## config.mk

```make
export PLATFORM = sky130hd
export DESIGN_NAME = ntt_sequencer_flat
export DESIGN_NICKNAME = d
export VERILOG_FILES = /design/src/rtl/ntt_sequencer_if.sv /design/src/rtl/ntt_sequencer.sv /design/src/flat_wrapper.sv
export SDC_FILE = /design/constraint.sdc
export NUM_CORES = 1
export LEC_CHECK = 0
export ABC_AREA = 1
export CORE_MARGIN = 4
export CORE_UTILIZATION = 52
export CTS_CLUSTER_DIAMETER = 150
export DETAILED_ROUTE_END_ITERATION = 12
export DONT_BUFFER_PORTS = 1
export HOLD_SLACK_MARGIN = 0.15
export MAX_ROUTING_LAYER = met4
export PLACE_DENSITY = 0.67
export RECOVER_POWER = 50
export SETUP_SLACK_MARGIN = 0.4
export SLEW_MARGIN = 40
export SYNTH_ARGS = -nofsm -noshare
export SYNTH_HDL_FRONTEND = slang
export SYNTH_SLANG_ARGS = --single-unit
```

## constraint.sdc

```tcl
create_clock -name clk -period 5.85 [get_ports clk]
set_input_delay 1.17 -clock clk [delete_from_list [all_inputs] [get_ports clk]]
set_output_delay 1.17 -clock clk [all_outputs]
set_load 0.005 [all_outputs]
```

## src/rtl/ntt_sequencer_if.sv

```systemverilog
// Bundle of the sequencer's handshake, butterfly-control, RAM-read and write-back signals.
// The sequencer connects through the slave modport. The driver or bench connects through master.
interface ntt_sequencer_if;
    logic       start;
    logic [2:0] op;
    logic       busy;
    logic       done;
    logic       err;
    logic [2:0] bf_mode;
    logic       bf_validi;
    logic       bf_valido;
    logic       rd_en;
    logic [7:0] rd_addr_a;
    logic [7:0] rd_addr_b;
    logic [7:0] zeta_addr;
    logic       wr_en_a;
    logic       wr_en_b;
    logic [7:0] wr_addr_a;
    logic [7:0] wr_addr_b;

    modport master (
        output start, op, bf_valido,
        input  busy, done, err, bf_mode, bf_validi, rd_en, rd_addr_a, rd_addr_b,
               zeta_addr, wr_en_a, wr_en_b, wr_addr_a, wr_addr_b
    );

    modport slave (
        input  start, op, bf_valido,
        output busy, done, err, bf_mode, bf_validi, rd_en, rd_addr_a, rd_addr_b,
               zeta_addr, wr_en_a, wr_en_b, wr_addr_a, wr_addr_b
    );
endinterface

```

## src/rtl/ntt_sequencer.sv

```systemverilog
// Sequencer that drives one butterfly through a full 256-coefficient Dilithium operation:
// forward/inverse NTT (8 layers of 128 butterflies) or one pointwise pass (PWM/ADD/SUB).
// Every issued butterfly is tracked in an address delay line whose length matches the
// read latency plus the butterfly latency of the latched operation. The head of that line
// produces the write-back strobes.
module ntt_sequencer #(
    parameter int RD_LAT     = 1,
    parameter int LAT_NTT    = 8,
    parameter int LAT_INTT   = 9,
    parameter int LAT_PWM    = 8,
    parameter int LAT_ADDSUB = 4
) (
    input  logic            clk,
    input  logic            rst,
    ntt_sequencer_if.slave  bus
);

    localparam logic [2:0] OP_FWD = 3'd0;
    localparam logic [2:0] OP_INV = 3'd1;
    localparam logic [2:0] OP_PWM = 3'd2;

    localparam logic [1:0] S_IDLE  = 2'd0;
    localparam logic [1:0] S_ISSUE = 2'd1;
    localparam logic [1:0] S_DRAIN = 2'd2;
    localparam logic [1:0] S_DONE  = 2'd3;

    localparam int LAT_M0   = (LAT_NTT > LAT_INTT) ? LAT_NTT : LAT_INTT;
    localparam int LAT_M1   = (LAT_PWM > LAT_ADDSUB) ? LAT_PWM : LAT_ADDSUB;
    localparam int LAT_MAX  = (LAT_M0 > LAT_M1) ? LAT_M0 : LAT_M1;
    localparam int DL_DEPTH = RD_LAT + LAT_MAX;

    typedef struct packed {
        logic       vld;
        logic [7:0] a;
        logic [7:0] b;
    } dl_entry_t;

    logic [1:0] state_q, state_d;
    logic [2:0] mode_q, mode_d;
    logic [7:0] cnt_q, cnt_d;
    logic [2:0] layer_q, layer_d;
    logic       busy_q, busy_d;
    logic       done_q, done_d;
    logic       err_q, err_d;
    logic       rd_en_q, issue_d;
    logic [7:0] addr_a_q, addr_a_d;
    logic [7:0] addr_b_q, addr_b_d;
    logic [7:0] zeta_q, zeta_d;
    logic [RD_LAT-1:0] vld_pipe_q;
    dl_entry_t  dl_q [DL_DEPTH];
    dl_entry_t  push;
    dl_entry_t  pop;
    logic       pre_vld;
    logic       last_issue;
    int         dl_entry;

    // True for the two layered transforms, false for the single-pass pointwise operations.
    function automatic logic is_ntt(input logic [2:0] m);
        return (m == OP_FWD) || (m == OP_INV);
    endfunction

    // Butterfly latency for a given operation code. Unknown codes behave like ADD/SUB.
    function automatic int op_lat(input logic [2:0] m);
        case (m)
            OP_FWD:  return LAT_NTT;
            OP_INV:  return LAT_INTT;
            OP_PWM:  return LAT_PWM;
            default: return LAT_ADDSUB;
        endcase
    endfunction

    // Read addresses {j, j+len, k} for issue counter c of layer l.
    // len is a power of two and j never has the len bit set, so j+len is j | len.
    function automatic logic [23:0] issue_addr(input logic [2:0] m, input logic [2:0] l,
                                               input logic [7:0] c);
        logic [7:0] bi, len, g, j, k;
        logic [8:0] kk;
        bi = {1'b0, c[6:0]};
        if (m == OP_FWD) begin
            len = 8'd128 >> l;
            g   = bi >> (3'd7 - l);
            j   = (g << (4'd8 - {1'b0, l})) | (bi & (len - 8'd1));
            k   = (8'd1 << l) + g;
            return {j, j | len, k};
        end else if (m == OP_INV) begin
            len = 8'd1 << l;
            g   = bi >> l;
            j   = (g << ({1'b0, l} + 4'd1)) | (bi & (len - 8'd1));
            kk  = (9'd256 >> l) - 9'd1 - {1'b0, g};
            k   = kk[7:0];
            return {j, j | len, k};
        end
        return {c, c, c};
    endfunction

    assign last_issue = is_ntt(mode_q) ? (cnt_q[6:0] == 7'h7f) : (cnt_q == 8'hff);
    assign dl_entry   = LAT_MAX - op_lat(mode_q);
    assign push       = '{vld: rd_en_q, a: addr_a_q, b: addr_b_q};
    assign pop        = dl_q[DL_DEPTH-1];
    assign pre_vld    = dl_q[DL_DEPTH-2].vld;

    // Next-state logic: FSM sequencing, counters and the mismatch check for err.
    always_comb begin
        state_d = state_q;
        mode_d  = mode_q;
        cnt_d   = cnt_q;
        layer_d = layer_q;
        busy_d  = busy_q;
        done_d  = 1'b0;
        issue_d = 1'b0;
        err_d   = err_q | (bus.bf_valido ^ pop.vld);
        case (state_q)
            S_IDLE: begin
                if (bus.start) begin
                    state_d = S_ISSUE;
                    mode_d  = bus.op;
                    cnt_d   = 8'd0;
                    layer_d = 3'd0;
                    busy_d  = 1'b1;
                    issue_d = 1'b1;
                    err_d   = 1'b0;
                end
            end
            S_ISSUE: begin
                if (last_issue) begin
                    state_d = S_DRAIN;
                end else begin
                    cnt_d   = cnt_q + 8'd1;
                    issue_d = 1'b1;
                end
            end
            S_DRAIN: begin
                // Head holds the last write of this layer/pass when nothing valid follows it.
                if (pop.vld && !pre_vld) begin
                    if (is_ntt(mode_q) && (layer_q != 3'd7)) begin
                        state_d = S_ISSUE;
                        layer_d = layer_q + 3'd1;
                        cnt_d   = 8'd0;
                        issue_d = 1'b1;
                    end else begin
                        state_d = S_DONE;
                        busy_d  = 1'b0;
                        done_d  = 1'b1;
                    end
                end
            end
            S_DONE: begin
                state_d = S_IDLE;
            end
            default: begin
                state_d = S_IDLE;
            end
        endcase
        if (issue_d) begin
            {addr_a_d, addr_b_d, zeta_d} = issue_addr(mode_d, layer_d, cnt_d);
        end else begin
            {addr_a_d, addr_b_d, zeta_d} = 24'd0;
        end
    end

    // Control state, counters and registered read-side outputs.
    always_ff @(posedge clk or negedge rst) begin
        if (!rst) begin
            state_q  <= S_IDLE;
            mode_q   <= 3'd0;
            cnt_q    <= 8'd0;
            layer_q  <= 3'd0;
            busy_q   <= 1'b0;
            done_q   <= 1'b0;
            err_q    <= 1'b0;
            rd_en_q  <= 1'b0;
            addr_a_q <= 8'd0;
            addr_b_q <= 8'd0;
            zeta_q   <= 8'd0;
        end else begin
            state_q  <= state_d;
            mode_q   <= mode_d;
            cnt_q    <= cnt_d;
            layer_q  <= layer_d;
            busy_q   <= busy_d;
            done_q   <= done_d;
            err_q    <= err_d;
            rd_en_q  <= issue_d;
            addr_a_q <= addr_a_d;
            addr_b_q <= addr_b_d;
            zeta_q   <= zeta_d;
        end
    end

    // Issue strobe delayed by the read latency so bf_validi lines up with the read data.
    always_ff @(posedge clk or negedge rst) begin
        if (!rst) begin
            vld_pipe_q <= '0;
        end else begin
            vld_pipe_q[0] <= rd_en_q;
            for (int i = 1; i < RD_LAT; i++) begin
                vld_pipe_q[i] <= vld_pipe_q[i-1];
            end
        end
    end

    // Address delay line. Entries enter partway along the line, chosen by the latched
    // operation, so the head is always a plain register. Stages ahead of the entry point stay clear.
    always_ff @(posedge clk or negedge rst) begin
        if (!rst) begin
            for (int k = 0; k < DL_DEPTH; k++) begin
                dl_q[k] <= '0;
            end
        end else begin
            for (int k = 0; k < DL_DEPTH; k++) begin
                if (k == dl_entry) begin
                    dl_q[k] <= push;
                end else if (k > dl_entry) begin
                    dl_q[k] <= dl_q[(k > 0) ? k - 1 : 0];
                end else begin
                    dl_q[k] <= '0;
                end
            end
        end
    end

    assign bus.busy      = busy_q;
    assign bus.done      = done_q;
    assign bus.err       = err_q;
    assign bus.bf_mode   = mode_q;
    assign bus.bf_validi = vld_pipe_q[RD_LAT-1];
    assign bus.rd_en     = rd_en_q;
    assign bus.rd_addr_a = addr_a_q;
    assign bus.rd_addr_b = addr_b_q;
    assign bus.zeta_addr = zeta_q;
    assign bus.wr_en_a   = pop.vld & is_ntt(mode_q);
    assign bus.wr_en_b   = pop.vld;
    assign bus.wr_addr_a = pop.a;
    assign bus.wr_addr_b = pop.b;

endmodule
```

## src/flat_wrapper.sv

```systemverilog
// flat-port wrapper written by rule: the top's interface ports become plain ports
module ntt_sequencer_flat 
#(
    parameter int RD_LAT     = 1,
    parameter int LAT_NTT    = 8,
    parameter int LAT_INTT   = 9,
    parameter int LAT_PWM    = 8,
    parameter int LAT_ADDSUB = 4
)
  (clk, rst, bus_start, bus_op, bus_bf_valido, bus_busy, bus_done, bus_err, bus_bf_mode, bus_bf_validi, bus_rd_en, bus_rd_addr_a, bus_rd_addr_b, bus_zeta_addr, bus_wr_en_a, bus_wr_en_b, bus_wr_addr_a, bus_wr_addr_b);
  ntt_sequencer_if bus_i ();
  input  logic clk;
  input  logic rst;
  input wire logic [$bits(bus_i.start)-1:0] bus_start;
  input wire logic [$bits(bus_i.op)-1:0] bus_op;
  input wire logic [$bits(bus_i.bf_valido)-1:0] bus_bf_valido;
  output wire logic [$bits(bus_i.busy)-1:0] bus_busy;
  output wire logic [$bits(bus_i.done)-1:0] bus_done;
  output wire logic [$bits(bus_i.err)-1:0] bus_err;
  output wire logic [$bits(bus_i.bf_mode)-1:0] bus_bf_mode;
  output wire logic [$bits(bus_i.bf_validi)-1:0] bus_bf_validi;
  output wire logic [$bits(bus_i.rd_en)-1:0] bus_rd_en;
  output wire logic [$bits(bus_i.rd_addr_a)-1:0] bus_rd_addr_a;
  output wire logic [$bits(bus_i.rd_addr_b)-1:0] bus_rd_addr_b;
  output wire logic [$bits(bus_i.zeta_addr)-1:0] bus_zeta_addr;
  output wire logic [$bits(bus_i.wr_en_a)-1:0] bus_wr_en_a;
  output wire logic [$bits(bus_i.wr_en_b)-1:0] bus_wr_en_b;
  output wire logic [$bits(bus_i.wr_addr_a)-1:0] bus_wr_addr_a;
  output wire logic [$bits(bus_i.wr_addr_b)-1:0] bus_wr_addr_b;
  assign bus_i.start = bus_start;
  assign bus_i.op = bus_op;
  assign bus_i.bf_valido = bus_bf_valido;
  assign bus_busy = bus_i.busy;
  assign bus_done = bus_i.done;
  assign bus_err = bus_i.err;
  assign bus_bf_mode = bus_i.bf_mode;
  assign bus_bf_validi = bus_i.bf_validi;
  assign bus_rd_en = bus_i.rd_en;
  assign bus_rd_addr_a = bus_i.rd_addr_a;
  assign bus_rd_addr_b = bus_i.rd_addr_b;
  assign bus_zeta_addr = bus_i.zeta_addr;
  assign bus_wr_en_a = bus_i.wr_en_a;
  assign bus_wr_en_b = bus_i.wr_en_b;
  assign bus_wr_addr_a = bus_i.wr_addr_a;
  assign bus_wr_addr_b = bus_i.wr_addr_b;
  ntt_sequencer #(.RD_LAT(RD_LAT), .LAT_NTT(LAT_NTT), .LAT_INTT(LAT_INTT), .LAT_PWM(LAT_PWM), .LAT_ADDSUB(LAT_ADDSUB)) u_core (.clk(clk), .rst(rst), .bus(bus_i));
endmodule
```

* Yosys cells after proc, flatten, opt, wreduce, memory -nomap -nowiden
Index checks and enable logic that the tools add are counted.
** Cells by class
- Multipliers :: 0
- Div/mod/pow operators :: 0
- $lt $le $gt $ge :: 10
- Multiplexer cells :: 61
- Shifts and indexed selects :: 7
- Eq/ne operators :: 23
- Bitwise gates (word level) :: 9
- Reduce and logical (&&, ||, !) cells :: 12
- Add/subtract/negate cells :: 11
** Operators by type and width (count)
- $mux 17 :: 20
- $eq 4x32->1 const A :: 4
- $gt 4x32->1 const A :: 4
- $mux 24 :: 3
- $eq 3x32->1 const A :: 2
- $eq 5x32->1 const A :: 2
- $gt 3x32->1 const A :: 2
- $gt 5x32->1 const A :: 2
- $mux 8 :: 7
- $eq 2x32->1 const A :: 1
- $gt 1x32->1 const A :: 1
- $gt 2x32->1 const A :: 1
- $logic_not 32->1 :: 1
- $or 8x8->8 :: 4
- $pmux 8 s3 :: 1
- $sub 8x1->8 const B :: 3
- $and 7x8->8 :: 2
- $mux 1 :: 16
- $shl 8x4->8 :: 2
- $shr 7x3->8 :: 2
- $mux 3 :: 5
- $shr 9x3->8 const A :: 1
- $add 8x1->8 const B :: 1
- $add 8x8->8 :: 1
- 35 further kinds :: 45
** Word-level totals
- Memories kept :: 0
- Bits of input ports :: 7
- Word-level logic and storage cells :: 175
- RAM bits :: 0
- Output and inout bits :: 50
- Latch bits :: 0
- Memory bits (read-only) :: 0
- Register bits :: 215

* Logic depth before layout (Yosys ltp)
- Depth after elaboration :: 15
- Depth in mapped cells :: 30

* Worst setup path after synthesis
No wires, ideal clock.
- Path kind :: in2reg
- From :: input bus_start
- To :: register u_core.zeta_q[7], in the netlist u_core.bus.zeta_addr[7]
- Cell stages on the path :: 22
- Library setup time :: 77 ps
- Arrival time :: 4031 ps
- Slack :: 1741 ps
- Required time :: 5773 ps
- Buffers on the path :: 2
- Cells stage by stage :: nand2_2 -> nand2_4 -> a21oi_4 -> buf_6 -> buf_2 -> ha_1 -> inv_1 -> nor2_4 -> ha_1 -> nand2_1 -> nand2_1 -> a21oi_1 -> or2_2 -> nand2_1 -> a21oi_1 -> nor2_1 -> o21a_1 -> nor2_1 -> xor2_1 -> o21ai_0 -> inv_1 -> a21oi_1
** Between the ends
- Longest elaborated chain between the ends :: 9
- Elaborated cells on any way between the ends :: 25
- Those cells by class :: 4 x add/sub; 1 x eq/ne; 4 x shift; 15 x mux; 1 x reduce/logical
** Ends and longest elaborated chain
- start: declaration :: line flat_wrapper.sv:14 : input wire logic [$bits(bus_i.start)-1:0] bus_start;
- $mux 3 (*) :: line ntt_sequencer.sv:114 : if (bus.start) begin
- $pmux 3 s2 (*) :: line ntt_sequencer.sv:112 : case (state_q)
- named net u_core.layer_d[0] :: line ntt_sequencer.sv:41 : logic [2:0] layer_q, layer_d;
- $shr 9x3->8 :: line ntt_sequencer.sv:89 : kk = (9'd256 >> l) - 9'd1 - {1'b0, g};
- $sub 8x1->8 :: line ntt_sequencer.sv:89
- $sub 8x8->8 :: line ntt_sequencer.sv:89
- $mux 24 :: line ntt_sequencer.sv:85 : end else if (m == OP_INV) begin
- $mux 24 (*) :: line ntt_sequencer.sv:79 : if (m == OP_FWD) begin
- $mux 24 (*) :: line ntt_sequencer.sv:93 : return {c, c, c};
- $mux 8 (*) :: line ntt_sequencer.sv:154 : if (issue_d) begin
- named net u_core.zeta_d[7] :: line ntt_sequencer.sv:48 : logic [7:0] zeta_q, zeta_d;
- end signal: assignment :: line ntt_sequencer.sv:186 : zeta_q <= zeta_d;
- end: declaration :: line ntt_sequencer.sv:48
Mark *: on every way through the listed nets, which the timed path passes. The rest lies on a longest branch. The select of a mux whose other input is x is not followed.
A chain may end at the register's enable or synchronous reset.

* Final worst setup path
- From :: register u_core.layer_q[0]
- To :: register u_core.zeta_q[7], in the netlist u_core.bus.zeta_addr[7]
** Between the ends
- Longest elaborated chain between the ends :: 12
- Elaborated cells on any way between the ends :: 25
- Those cells by class :: 5 x add/sub; 1 x eq/ne; 4 x shift; 14 x mux; 1 x reduce/logical
** Ends and longest elaborated chain
- start: declaration :: line ntt_sequencer.sv:41
- start signal: assignment :: line ntt_sequencer.sv:179 : layer_q <= layer_d;
- branches (longest 11 deep; another with $sub 8x1->8)
- $mux 8 (*) :: line ntt_sequencer.sv:154
- named net u_core.zeta_d[7] :: line ntt_sequencer.sv:48
Mark *: on every way through the listed nets, which the timed path passes. The select of a mux whose other input is x is not followed.

==> flow_summary.json <==
{
  "cts_made_buffers": 22,
  "slew_headroom_pct": 50.10,
  "htree_levels": 1,
  "root_buffer": "clkbuf_16",
  "internal-power_mw": 3.060,
  "netlist.area_leader.share_pct": 56.50,
  "wirelength_mm": 21.20,
  "dpl.hpwl_mm": 15.01,
  "r2r-end": "u_core.bus.zeta_addr[7]$_DFF_PN0_",
  "finalCritPeriodShare_pct": 73.87,
  "viasPerCell": 5.233,
  "initial_core_util_pct": 53.01,
  "coreArea_mm2": 0.01796,
  "dr_wl_met2_mm": 10.03,
  "critPathMaxFanout": 24,
  "combPwrFrac_pct": 32.0,
  "clock_path_buffers": 3,
  "ant_nets": 0,
  "clk_latency_ns": 0.49,
  "ios": 57,
  "die_area_mm2": 0.02054,
  "p_clk_share_pct": 27.3,
  "hold_viol_final": 0,
  "yosysMostFrequentCell": "nand2_1",
  "p_sw_share_pct": 37.80,
  "area_delta_synth_final_pct": 8.318,
  "grt_max_degree": 216,
  "synth.distinct_cells": 46,
  "crit_top_cell": "nand2_1",
  "worst_setup_path_start_kind": "register",
  "rsz0062_at_grt": "no",
  "worstPathArrival_ns": 4.72,
  "final_util_pct": 57.41,
  "startpoint": "u_core.layer_q[0]$_DFF_PN0_",
  "tightest_slew_ns": 0.7407,
  "fp.dieH_um": 143.3,
  "synth_edf_count": 0,
  "synthTopCellsByArea": "dfrtp_1, nand2_1, nand3_1",
  "m1WireLength_mm": 9.456,
  "dr_wl_met3_um": 942,
  "drv_cap": 0,
  "layout-drive-gt1-share_pct": 8.459,
  "die_w_um": 143.3,
  "cts_resized": 0,
  "cts.clk_slew.worst_paths_ns": 0.06,
  "worstSetupEndpoint": "u_core.bus.zeta_addr[7]$_DFF_PN0_",
  "synth_common_cells": "nand2_1, dfrtp_1, inv_1, nor2_1, nand3_1",
  "hp-class": "reg2reg",
  "yosys_warnings": 0,
  "routedWlPerCell_um": 16.40,
  "slew_violations": 0,
  "p_per_area_mw_per_mm2": 477.0,
  "netlist_instances": 1063,
  "nets": 1085,
  "syn_nets": 1098,
  "first_pass_iters": 6,
  "setup_violations": 0,
  "ys.flop_type": "dfrtp_1",
  "finalClockSkew_ns": 0.01377,
  "r2r_slack_ns": 1.53,
  "drc": 0,
  "antenna_found_initial": 0,
  "nFillCells": 1569,
  "vias": 6766,
  "period_minus_slack_ns": 4.322,
  "grt_pass1_vias": 6551,
  "rr_startpoint": "u_core.layer_q[0]$_DFF_PN0_",
  "reg2reg_depth": 28,
  "p_leak_nw": 5.201,
  "cp_slowest_cell": "dfrtp_1",
  "yosysSeqAreaShare_pct": 56.50,
  "synthesis.area_mm2": 0.009522,
  "grt_first_pass_wirelength_mm": 34.71,
  "cp-end-kind": "register",
  "top_layer": "met4",
  "status": "completed",
  "p_switching_mw": 1.860,
  "syn_avg_cell_area_um2": 8.957,
  "grt.total_usage_pct": 22.02,
  "tns_ns": 0,
  "cts_tree": "done",
  "yosys.area.top_type": "dfrtp_1",
  "postCtsSetupBuffers": 0,
  "io_buffers": 0,
  "grt-ovfl-total": 0,
  "irDropWorstVdd_mv": 0.3504,
  "yosys_register_bits": 215,
  "cts_sinks": 215,
  "gp_congestion": 0.9514,
  "rows": 49,
  "critical_path_required_ns": 6.25,
  "crit_type": "reg2reg",
  "fmaxAchievable_mhz": 231.4,
  "async_reset_ff_share_pct": 100.0,
  "slowest_delay_ns": 0.45,
  "postCtsHoldBufs": 0,
  "first_iter_violations": 497,
  "diodes": 0,
  "seq_power_share_pct": 40.7
}
power by group through the flow:
| stage | combinational, mW | clock (mW) | sequential [mW] |
|---|---|---|---|
| after detailed placement | 1.56 | 0 | 2.04 |
| after global routing | 1.77 | 1.44 | 2.04 |
| after global placement | 1.58 | 0 | 2.03 |
| after floorplan | 1.22 | 0 | 1.95 |
| final | 1.58 | 1.34 | 2.00 |
| after CTS | 1.57 | 1.37 | 2.01 |
layout make-up:
type	count	area (µm²)	share of cell area, %
flip-flops and latches	215	5380	52.17
well taps	229	286.5	2.778
inverters	147	556.8	5.399
repair buffers	6	48.80	0.4731
multi-input cells	658	3331	32.29
clock buffers	33	643.1	6.236
clock inverters	5	67.56	0.6551
layout by cell type (no fill, tap or decap), drive strengths merged, types with 3 or more instances in the layout:
cell	n
buf	6
clkinv	5
o211ai	3
dfrtp	215
xor2	7
a21oi	53
clkbuf	33
o21ai	57
nand4	8
nor3	5
nand2	237
inv	145
nand3	105
ha	26
nor2	135
metrics by stage:
step | instance area [µm²] | hold slack [ns] | setup slack [ns] | std cells | total power, mW
4_1_cts | 10310 | 0.3479 | 1.467 | 1293 | 4.952
5_1_grt | 10310 | 0.3515 | 1.005 | 1293 | 5.253
3_3_place_gp | 9599 | 0.3315 | 1.411 | 1255 | 3.602
3_5_place_dp | 9599 | 0.3347 | 1.331 | 1255 | 3.592
2_1_floorplan | 9522 | 0.3312 | 1.741 | 1063 | 3.171
6_report | 10310 | 0.3462 | 1.528 | 1293 | 4.920
logic make-up (layout without fill, tap and decap cells):
kind of cell / count (synthesis) / after routing / synth area share (%)
AOI/OAI and AO/OA: 126 / 126 / 7.385
xor gates and xnor gates: 9 / 9 / 0.8279
adders and majority gates: 28 / 28 / 3.837
buffers and inverters: 190 / 191 / 8.646
DFF: 215 / 215 / 56.50
and+or+nand+nor: 495 / 495 / 22.80
sequential cells by signal, summed over array words and instances, names as in the netlist:
name,count
u_core.bus.bf_validi,1
u_core.bus.done,1
u_core.bus.bf_mode,3
u_core.bus.wr_addr_b,8
u_core.cnt_q,8
u_core.bus.wr_addr_a,8
u_core.bus.rd_addr_b,8
u_core.bus.rd_addr_a,8
u_core.bus.rd_en,1
u_core.bus.err,1
u_core.dl_q,152
u_core.layer_q,3
u_core.state_q,2
u_core.bus.zeta_addr,8
u_core.bus.busy,1
u_core.bus.wr_en_b,1
u_core.pre_vld,1
critical path, delay by kind of cell (launching register included):
kind	cells	cell delay (ns)
AND/OR/NAND/NOR	13	1.48
AO/OA/AOI/OAI	5	0.82
buffers and inverters	6	0.75
adder cells (fa/ha/maj)	3	0.67
flip-flops	1	0.45
XOR/XNOR	1	0.07
how the worst min path moves through the flow:
| stage | end | cells past startpoint | slack, ns | start |
|---|---|---|---|---|
| 2_1_floorplan | u_core.bus.wr_addr_a[0]$_DFF_PN0_ | 0 | 0.33 | u_core.dl_q[25]$_DFF_PN0_ |
| 3_3_place_gp | u_core.dl_q[62]$_DFF_PN0_ | 0 | 0.33 | u_core.dl_q[79]$_DFF_PN0_ |
| 3_5_place_dp | u_core.dl_q[19]$_DFF_PN0_ | 0 | 0.33 | u_core.dl_q[36]$_DFF_PN0_ |
| 4_1_cts | u_core.bus.wr_addr_a[2]$_DFF_PN0_ | 0 | 0.35 | u_core.dl_q[27]$_DFF_PN0_ |
| 5_1_grt | u_core.dl_q[32]$_DFF_PN0_ | 0 | 0.35 | rst |
| 6_report | u_core.dl_q[59]$_DFF_PN0_ | 0 | 0.35 | u_core.dl_q[76]$_DFF_PN0_ |
metal layers:
| metal | vias up | global-route usage (%) |
|---|---|---|
| li1 | 3301 | - |
| met1 | 3237 | 29.49 |
| met2 | 178 | 35.04 |
| met3 | 50 | 2.729 |
| met4 | 0 | 7.929 |
| met5 | - | - |
(Power assumes the default switching activity.)
